## config.mk

```make
export PLATFORM = sky130hd
export DESIGN_NAME = vdg_vram_arbiter
export DESIGN_NICKNAME = d
export VERILOG_FILES = /design/src/rtl/vdg_vram_arbiter.sv
export SDC_FILE = /design/constraint.sdc
export NUM_CORES = 1
export LEC_CHECK = 0
export CORE_MARGIN = 8
export CORE_UTILIZATION = 46
export CTS_CLUSTER_SIZE = 16
export DETAILED_ROUTE_END_ITERATION = 12
export PLACE_DENSITY = 0.87
export SKIP_CTS_REPAIR_TIMING = 1
export SYNTH_ARGS = -nofsm -noshare
export SYNTH_HDL_FRONTEND = slang
export SYNTH_SLANG_ARGS = --single-unit
```

## constraint.sdc

```tcl
create_clock -name clk_25 -period 1.81 [get_ports clk_25]
set_clock_uncertainty 0.1 [all_clocks]
set_input_delay 0.4525 -clock clk_25 [delete_from_list [all_inputs] [get_ports clk_25]]
set_output_delay 0.4525 -clock clk_25 [all_outputs]
set_load 0.02 [all_outputs]
```

## src/rtl/vdg_vram_arbiter.sv

```systemverilog
// Video RAM arbiter: fetches the display byte at DA for the MC6847 stage and
// fills the remaining single-port RAM slots with CPU req/ack accesses.
module vdg_vram_arbiter #(
  parameter int unsigned ADDR_W = 13,
  parameter int unsigned DATA_W = 8
) (
  input  logic              clk_25,
  input  logic              reset_n,
  input  logic [ADDR_W-1:0] DA,
  output logic [DATA_W-1:0] DD,
  input  logic              cpu_req,
  input  logic              cpu_we,
  input  logic [ADDR_W-1:0] cpu_addr,
  input  logic [DATA_W-1:0] cpu_wdata,
  output logic              cpu_ack,
  output logic [DATA_W-1:0] cpu_rdata,
  output logic [ADDR_W-1:0] ram_addr,
  output logic              ram_we,
  output logic [DATA_W-1:0] ram_wdata,
  input  logic [DATA_W-1:0] ram_rdata
);

  localparam logic [2:0] IDLE      = 3'd0;
  localparam logic [2:0] DISP_WAIT = 3'd1;
  localparam logic [2:0] DISP_CAP  = 3'd2;
  localparam logic [2:0] CPU_WAIT  = 3'd3;
  localparam logic [2:0] CPU_CAP   = 3'd4;
  localparam logic [2:0] CPU_WR    = 3'd5;

  logic [2:0]        state_q,        state_d;
  logic [ADDR_W-1:0] last_da_q,      last_da_d;
  logic              disp_pending_q, disp_pending_d;
  logic [DATA_W-1:0] dd_q,           dd_d;
  logic              cpu_ack_q,      cpu_ack_d;
  logic [DATA_W-1:0] cpu_rdata_q,    cpu_rdata_d;
  logic [ADDR_W-1:0] ram_addr_q,     ram_addr_d;
  logic              ram_we_q,       ram_we_d;
  logic [DATA_W-1:0] ram_wdata_q,    ram_wdata_d;

  // State and output registers; reset leaves a display fetch pending
  always_ff @(posedge clk_25 or negedge reset_n) begin
    if (!reset_n) begin
      state_q        <= IDLE;
      last_da_q      <= '0;
      disp_pending_q <= 1'b1;
      dd_q           <= '0;
      cpu_ack_q      <= 1'b0;
      cpu_rdata_q    <= '0;
      ram_addr_q     <= '0;
      ram_we_q       <= 1'b0;
      ram_wdata_q    <= '0;
    end else begin
      state_q        <= state_d;
      last_da_q      <= last_da_d;
      disp_pending_q <= disp_pending_d;
      dd_q           <= dd_d;
      cpu_ack_q      <= cpu_ack_d;
      cpu_rdata_q    <= cpu_rdata_d;
      ram_addr_q     <= ram_addr_d;
      ram_we_q       <= ram_we_d;
      ram_wdata_q    <= ram_wdata_d;
    end
  end

  // Next-state logic: display fetch always outranks a CPU access in IDLE
  always_comb begin
    state_d        = state_q;
    last_da_d      = last_da_q;
    disp_pending_d = disp_pending_q | (DA != last_da_q);
    dd_d           = dd_q;
    cpu_ack_d      = 1'b0;
    cpu_rdata_d    = cpu_rdata_q;
    ram_addr_d     = ram_addr_q;
    ram_we_d       = 1'b0;
    ram_wdata_d    = ram_wdata_q;

    case (state_q)
      IDLE: begin
        if (disp_pending_q) begin
          ram_addr_d     = DA;
          last_da_d      = DA;
          disp_pending_d = 1'b0;
          state_d        = DISP_WAIT;
        end else if (cpu_req && !cpu_ack_q) begin
          // cpu_ack_q high means this request was just served; ignore it
          ram_addr_d = cpu_addr;
          if (cpu_we) begin
            ram_wdata_d = cpu_wdata;
            ram_we_d    = 1'b1;
            state_d     = CPU_WR;
          end else begin
            state_d = CPU_WAIT;
          end
        end
      end
      DISP_WAIT: state_d = DISP_CAP;
      DISP_CAP: begin
        dd_d    = ram_rdata;
        state_d = IDLE;
      end
      CPU_WAIT: state_d = CPU_CAP;
      CPU_CAP: begin
        cpu_rdata_d = ram_rdata;
        cpu_ack_d   = 1'b1;
        state_d     = IDLE;
      end
      CPU_WR: begin
        cpu_ack_d = 1'b1;
        // A write over the displayed byte forces DD to be refreshed
        if (cpu_addr == last_da_q) begin
          disp_pending_d = 1'b1;
        end
        state_d = IDLE;
      end
      default: state_d = IDLE;
    endcase
  end

  assign DD        = dd_q;
  assign cpu_ack   = cpu_ack_q;
  assign cpu_rdata = cpu_rdata_q;
  assign ram_addr  = ram_addr_q;
  assign ram_we    = ram_we_q;
  assign ram_wdata = ram_wdata_q;

endmodule

```

Word level (Yosys, flattened, before mapping) --
Cells that the tools add are included.
Storage, ports and cells: bits in registers 56, input port bits 46, output and inout bits 39, word-level logic and storage cells 41
Cells by class: equality and inequality tests 8, multiplexer cells 14, bitwise operators 2, reductions and logical operators 8
Operators by type and width (count):
- 13-bit 2-to-1 mux | 2
- 13-bit equality test | 1
- 13-bit inequality test | 1
- 3-bit 2-to-1 mux | 3
- 3-bit one-hot mux with 3 select lines | 1
- 1-bit 2-to-1 mux | 7
- 3-bit by 2-bit equality test with 1-bit output (second input constant) | 2
- 3-bit equality test (second input constant) | 2
- 2-bit AND reduction | 2
- 4-bit AND reduction | 1
- 3-bit by 1-bit equality test with 1-bit output (second input constant) | 1
- 3-bit logical NOT | 1
- 3-bit inequality test (second input constant) | 1
- 1-bit one-hot mux with 2 select lines | 1
- 2-bit nonzero test | 1
- 2-bit OR reduction | 1
- 1-bit logical AND | 1
- 1-bit logical NOT | 1
- 1-bit NOT | 1
- 1-bit OR | 1

Depth between registers and ports, before layout --
depth in word-level cells 5, mapped depth 6, gate-level depth less buffers 4

Worst setup path after synthesis --
No wires, ideal clock.
path type register to register, start point register state_q[0], end point register last_da_q[10], library setup time 125 ps, arrival 1395 ps, data required time 1585 ps, setup slack 190 ps, cell stages (with the launch flop) 7, clock period less this slack 1620 ps, cells stage by stage dfrtp_1 -> buf_4 -> nor3_2 -> and2_1 -> buf_6 -> buf_12 -> mux2_4
Between the ends: longest elaborated chain between the ends 2
Ends and longest elaborated chain:
- start: declaration | RTL line 30 | logic [2:0] state_q, state_d;
- start signal: assignment | RTL line 53 | state_q <= state_d;
- 3-bit logical NOT | RTL line 77 | case (state_q)
- 2-bit AND reduction (no line)
- end signal: assignment | RTL line 54 | last_da_q <= last_da_d;
- end: declaration | RTL line 31 | logic [ADDR_W-1:0] last_da_q, last_da_d;
Every way passes these cells. A chain may end at the register's enable or synchronous reset.

Worst setup path in the final report --
start point input port cpu_addr[3], end point register disp_pending_q
Between the ends: longest elaborated chain between the ends 3
Ends and longest elaborated chain:
- start: declaration | RTL line 13 | input logic [ADDR_W-1:0] cpu_addr,
- 13-bit equality test | RTL line 110 | if (cpu_addr == last_da_q) begin
- 1-bit 2-to-1 mux | RTL line 110
- 1-bit one-hot mux with 2 select lines | RTL line 77
- net disp_pending_d | RTL line 32 | logic disp_pending_q, disp_pending_d;
- end signal: assignment | RTL line 55 | disp_pending_q <= disp_pending_d;
- end: declaration | RTL line 32
The timed path passes the listed nets, and every way through them passes these cells.

==> results.toml <==
[logic_synthesis]
synthDistinctLibCells = 30
syn-num-nets = 242
yosysSeqAreaShare_pct = 54.2
syn_avg_cell_area_sq_um = 13.2
yosys_warnings = 0
synthesis.area_sq_mm = 0.00259
syn_inst = 196
synth-seq-cells = 56

[placement]
io_buffers = 84
dpl.hpwl_um = 4550
dpl_worst_slack_ns = -0.286
routabilityCongestion = 0.714

[timing]
tightestPinTransition_ns = 0.537
period_share_pct = 95.3
max_freq_ghz = 0.580
finalMaxSlewViolations = 0
holdWs_ns = 0.0167
fin_ws_ns = 0.0851
setup_viol = 0
final-hold-violation-count = 0
fin_crit_ns = 1.72
rsz0062_at_grt = "no"
max_slew_margin_pct = 64.2

[routing]
wirelength_um = 5980
drtIter0Drc = 30
postRouteAntennaNets = 0
wl_per_cell_um = 16.2
num_vias = 1819
viasPerCell = 4.94
drc = 0
firstDrtPassIters = 4

[global_route]
grt_max_degree = 31
track_usage_pct = 14.7
met3_usage_pct = 4.69
gr-total-overflow = 0
antenna_found_initial = 0
busiest_layer = "met2"
grt_pass1_vias = 1979
met2_usage_pct = 24.1
grt_pass1_wl_um = 10100
grtUsageMet1_pct = 18.3

[clock_network]
cts_tree = "yes"
cts_max_path_buffers = 2
clkSlewWorstSetupHoldPaths_ns = 0.09
insertion_delay_ns = 0.30
numCtsBuffers = 5
clockRootBuffer = "clkbuf_8"
numClockSinks = 56
cts_max_level = 2

[cells_and_area]
area_delta_synth_final_pct = 48.8
nets = 342
drive_above_1_share_pct = 23.6
antenna_cells = 0

[critical_path]
endpoint_kind = "flip-flop"
start_kind = "input pin"
critPathKind = "in -> reg"
cp_num_cells = 5
crit_required_ns = 1.95
r2r_end = "last_da_q[1]$_DFFE_PN0P_"
cp_top_family = "simple AND/OR/NAND/NOR gates"
r2r_slack_ns = 0.22
cp.arrival_ns = 1.86
path_cells = "clkdlybuf4s50_1 > xnor2_1 > nand4_1 > or4_4 > o211ai_2"
crit_slowest_cell = "or4_4"
r2r-start = "state_q[0]$_DFFE_PN0P_"
cpPeakStageDelay_ns = 0.56
rr_worst_depth = 4
crit_path_max_fanout = 2
endpoint = "disp_pending_q$_DFF_PN1_"
path_buf_inv = 1
crit_start = "cpu_addr[3]"

[pwr]
vdd_drop_max_uv = 735
power_density_mw_per_mm2 = 1210
p_leak_nw = 2.16

[hold_path]
hp-class = "in -> async"

[die]
rows = 27
die_w_um = 91.0
initial_core_util_pct = 47.3
ioPinCount = 85
core_region_area_sq_mm = 0.00547
die_area_sq_mm = 0.00829
dieHeight_um = 91.0

[status]
status = "complete, no violations"

[run]
maxCapViolations = 0
where the power goes:
part | switching, W | internal (W) | leakage (nW) | total [W]
clock | 0.000377 | 0.000544 | 0.0642 | 0.000922
combinational | 0.000900 | 0.00103 | 1.41 | 0.00193
sequential | 0.000227 | 0.00158 | 0.687 | 0.00180
total | 0.00150 | 0.00315 | 2.16 | 0.00466
worst reg2reg max path: cells and delay by family, from the launching register on:
family                 cells  cell delay (ns)
buffers and inverters      1             0.17
flip-flops                 1             0.47
multiplexers               1             0.35
AND/OR/NAND/NOR            2             0.40
logic make-up after synthesis:
group                  after synthesis  share of synthesized area (%)
AND/OR/NAND/NOR                     36                           8.16
buffers and inverters               11                           2.90
flip-flops                          56                           54.2
XOR/XNOR                            26                           8.79
AO/OA/AOI/OAI                       17                           3.57
multiplexers                        50                           22.4
registers in the layout, summed over array words and instances (netlist names):
register,cells
ram_wdata,8
DD,8
state_q,3
cpu_rdata,8
last_da_q,13
ram_we,1
disp_pending_q,1
cpu_ack,1
ram_addr,13
placed cells by master (no fill, tap or decap):
cell type,count
or4_4,1
buf_2,1
mux2_4,9
dfrtp_1,55
nor3_1,1
o211ai_2,1
o21ai_1,1
o21ai_0,13
xor2_1,13
a21oi_1,2
nor2b_2,1
nor2_1,2
dfstp_2,1
nor3_2,1
nor2b_1,2
buf_12,3
nor3b_4,1
dlymetal6s2s_1,39
buf_4,14
nand3_1,3
and2_1,1
clkbuf_8,5
xnor2_1,13
mux2i_1,13
clkdlybuf4s50_1,44
and4_1,1
nand3_4,1
bufinv_16,2
and2b_4,1
nand4_1,3
nand2_1,14
mux2_2,28
inv_1,3
nor4_1,3
per-stage QoR:
stage               TNS, ns  instance area (sq um)  power [W]  utilization, %  std cells
finish                    0                   3850    0.00466            70.4        368
global route              0                   3850    0.00492            70.4        368
CTS                   -1.15                   3750    0.00477            68.4        368
detailed placement    -3.21                   3620    0.00383            66.1        361
global placement      -2.45                   3620    0.00378            66.1        361
floorplan                 0                   2590    0.00299               -        196
cell usage after synthesis:
cell,instances,area (sq um)
mux2_4,9,135
and2b_4,1,10.0
nor2b_1,3,18.8
nor3_1,1,5.00
xor2_1,13,114
xnor2_1,13,114
a21oi_1,2,10.0
inv_1,3,11.3
buf_6,1,11.3
mux2_2,28,315
and2_1,1,6.26
nor3b_4,1,18.8
buf_2,5,25.0
o21ai_1,1,5.00
buf_4,1,7.51
nor3_2,1,10.0
nor2_1,2,7.51
or4_4,1,11.3
o21ai_0,13,65.1
nand3_1,3,15.0
o211ai_2,1,12.5
nand2_1,14,52.6
nand3_2,1,10.0
mux2i_1,13,130
nand4_1,3,18.8
nor4_1,3,18.8
buf_12,1,20.0
dfrtp_1,55,1380
and4_1,1,8.76
dfstp_2,1,26.3
worst min-delay path by stage:
stage                  from                  endpoint  slack [ns]  cells past startpoint
floorplan           reset_n         DD[0]$_DFFE_PN0N_        0.06                      0
global placement    reset_n  ram_wdata[3]$_DFFE_PN0P_        0.37                      1
detailed placement  reset_n  ram_wdata[3]$_DFFE_PN0P_        0.36                      1
CTS                 reset_n   ram_addr[3]$_DFFE_PN0P_        0.02                      1
global route        reset_n  ram_wdata[3]$_DFFE_PN0P_        0.06                      1
finish              reset_n  ram_wdata[7]$_DFFE_PN0P_        0.02                      1
per-layer routing:
metal  vias up  wire (um)
met5         -          0
met1       870       2710
met4         0         55
met2        67       2850
li1        875          -
met3         7        364
layout make-up:
cell class	instances	area, sq um
inverter	3	11.3
clock inverter	2	60.1
clock buffer	5	68.8
multi-input combinational	129	1120
tap	72	90.1
sequential	56	1400
timing repair buffer	101	1100
fill	369	1620
(Power assumes the default switching activity.)
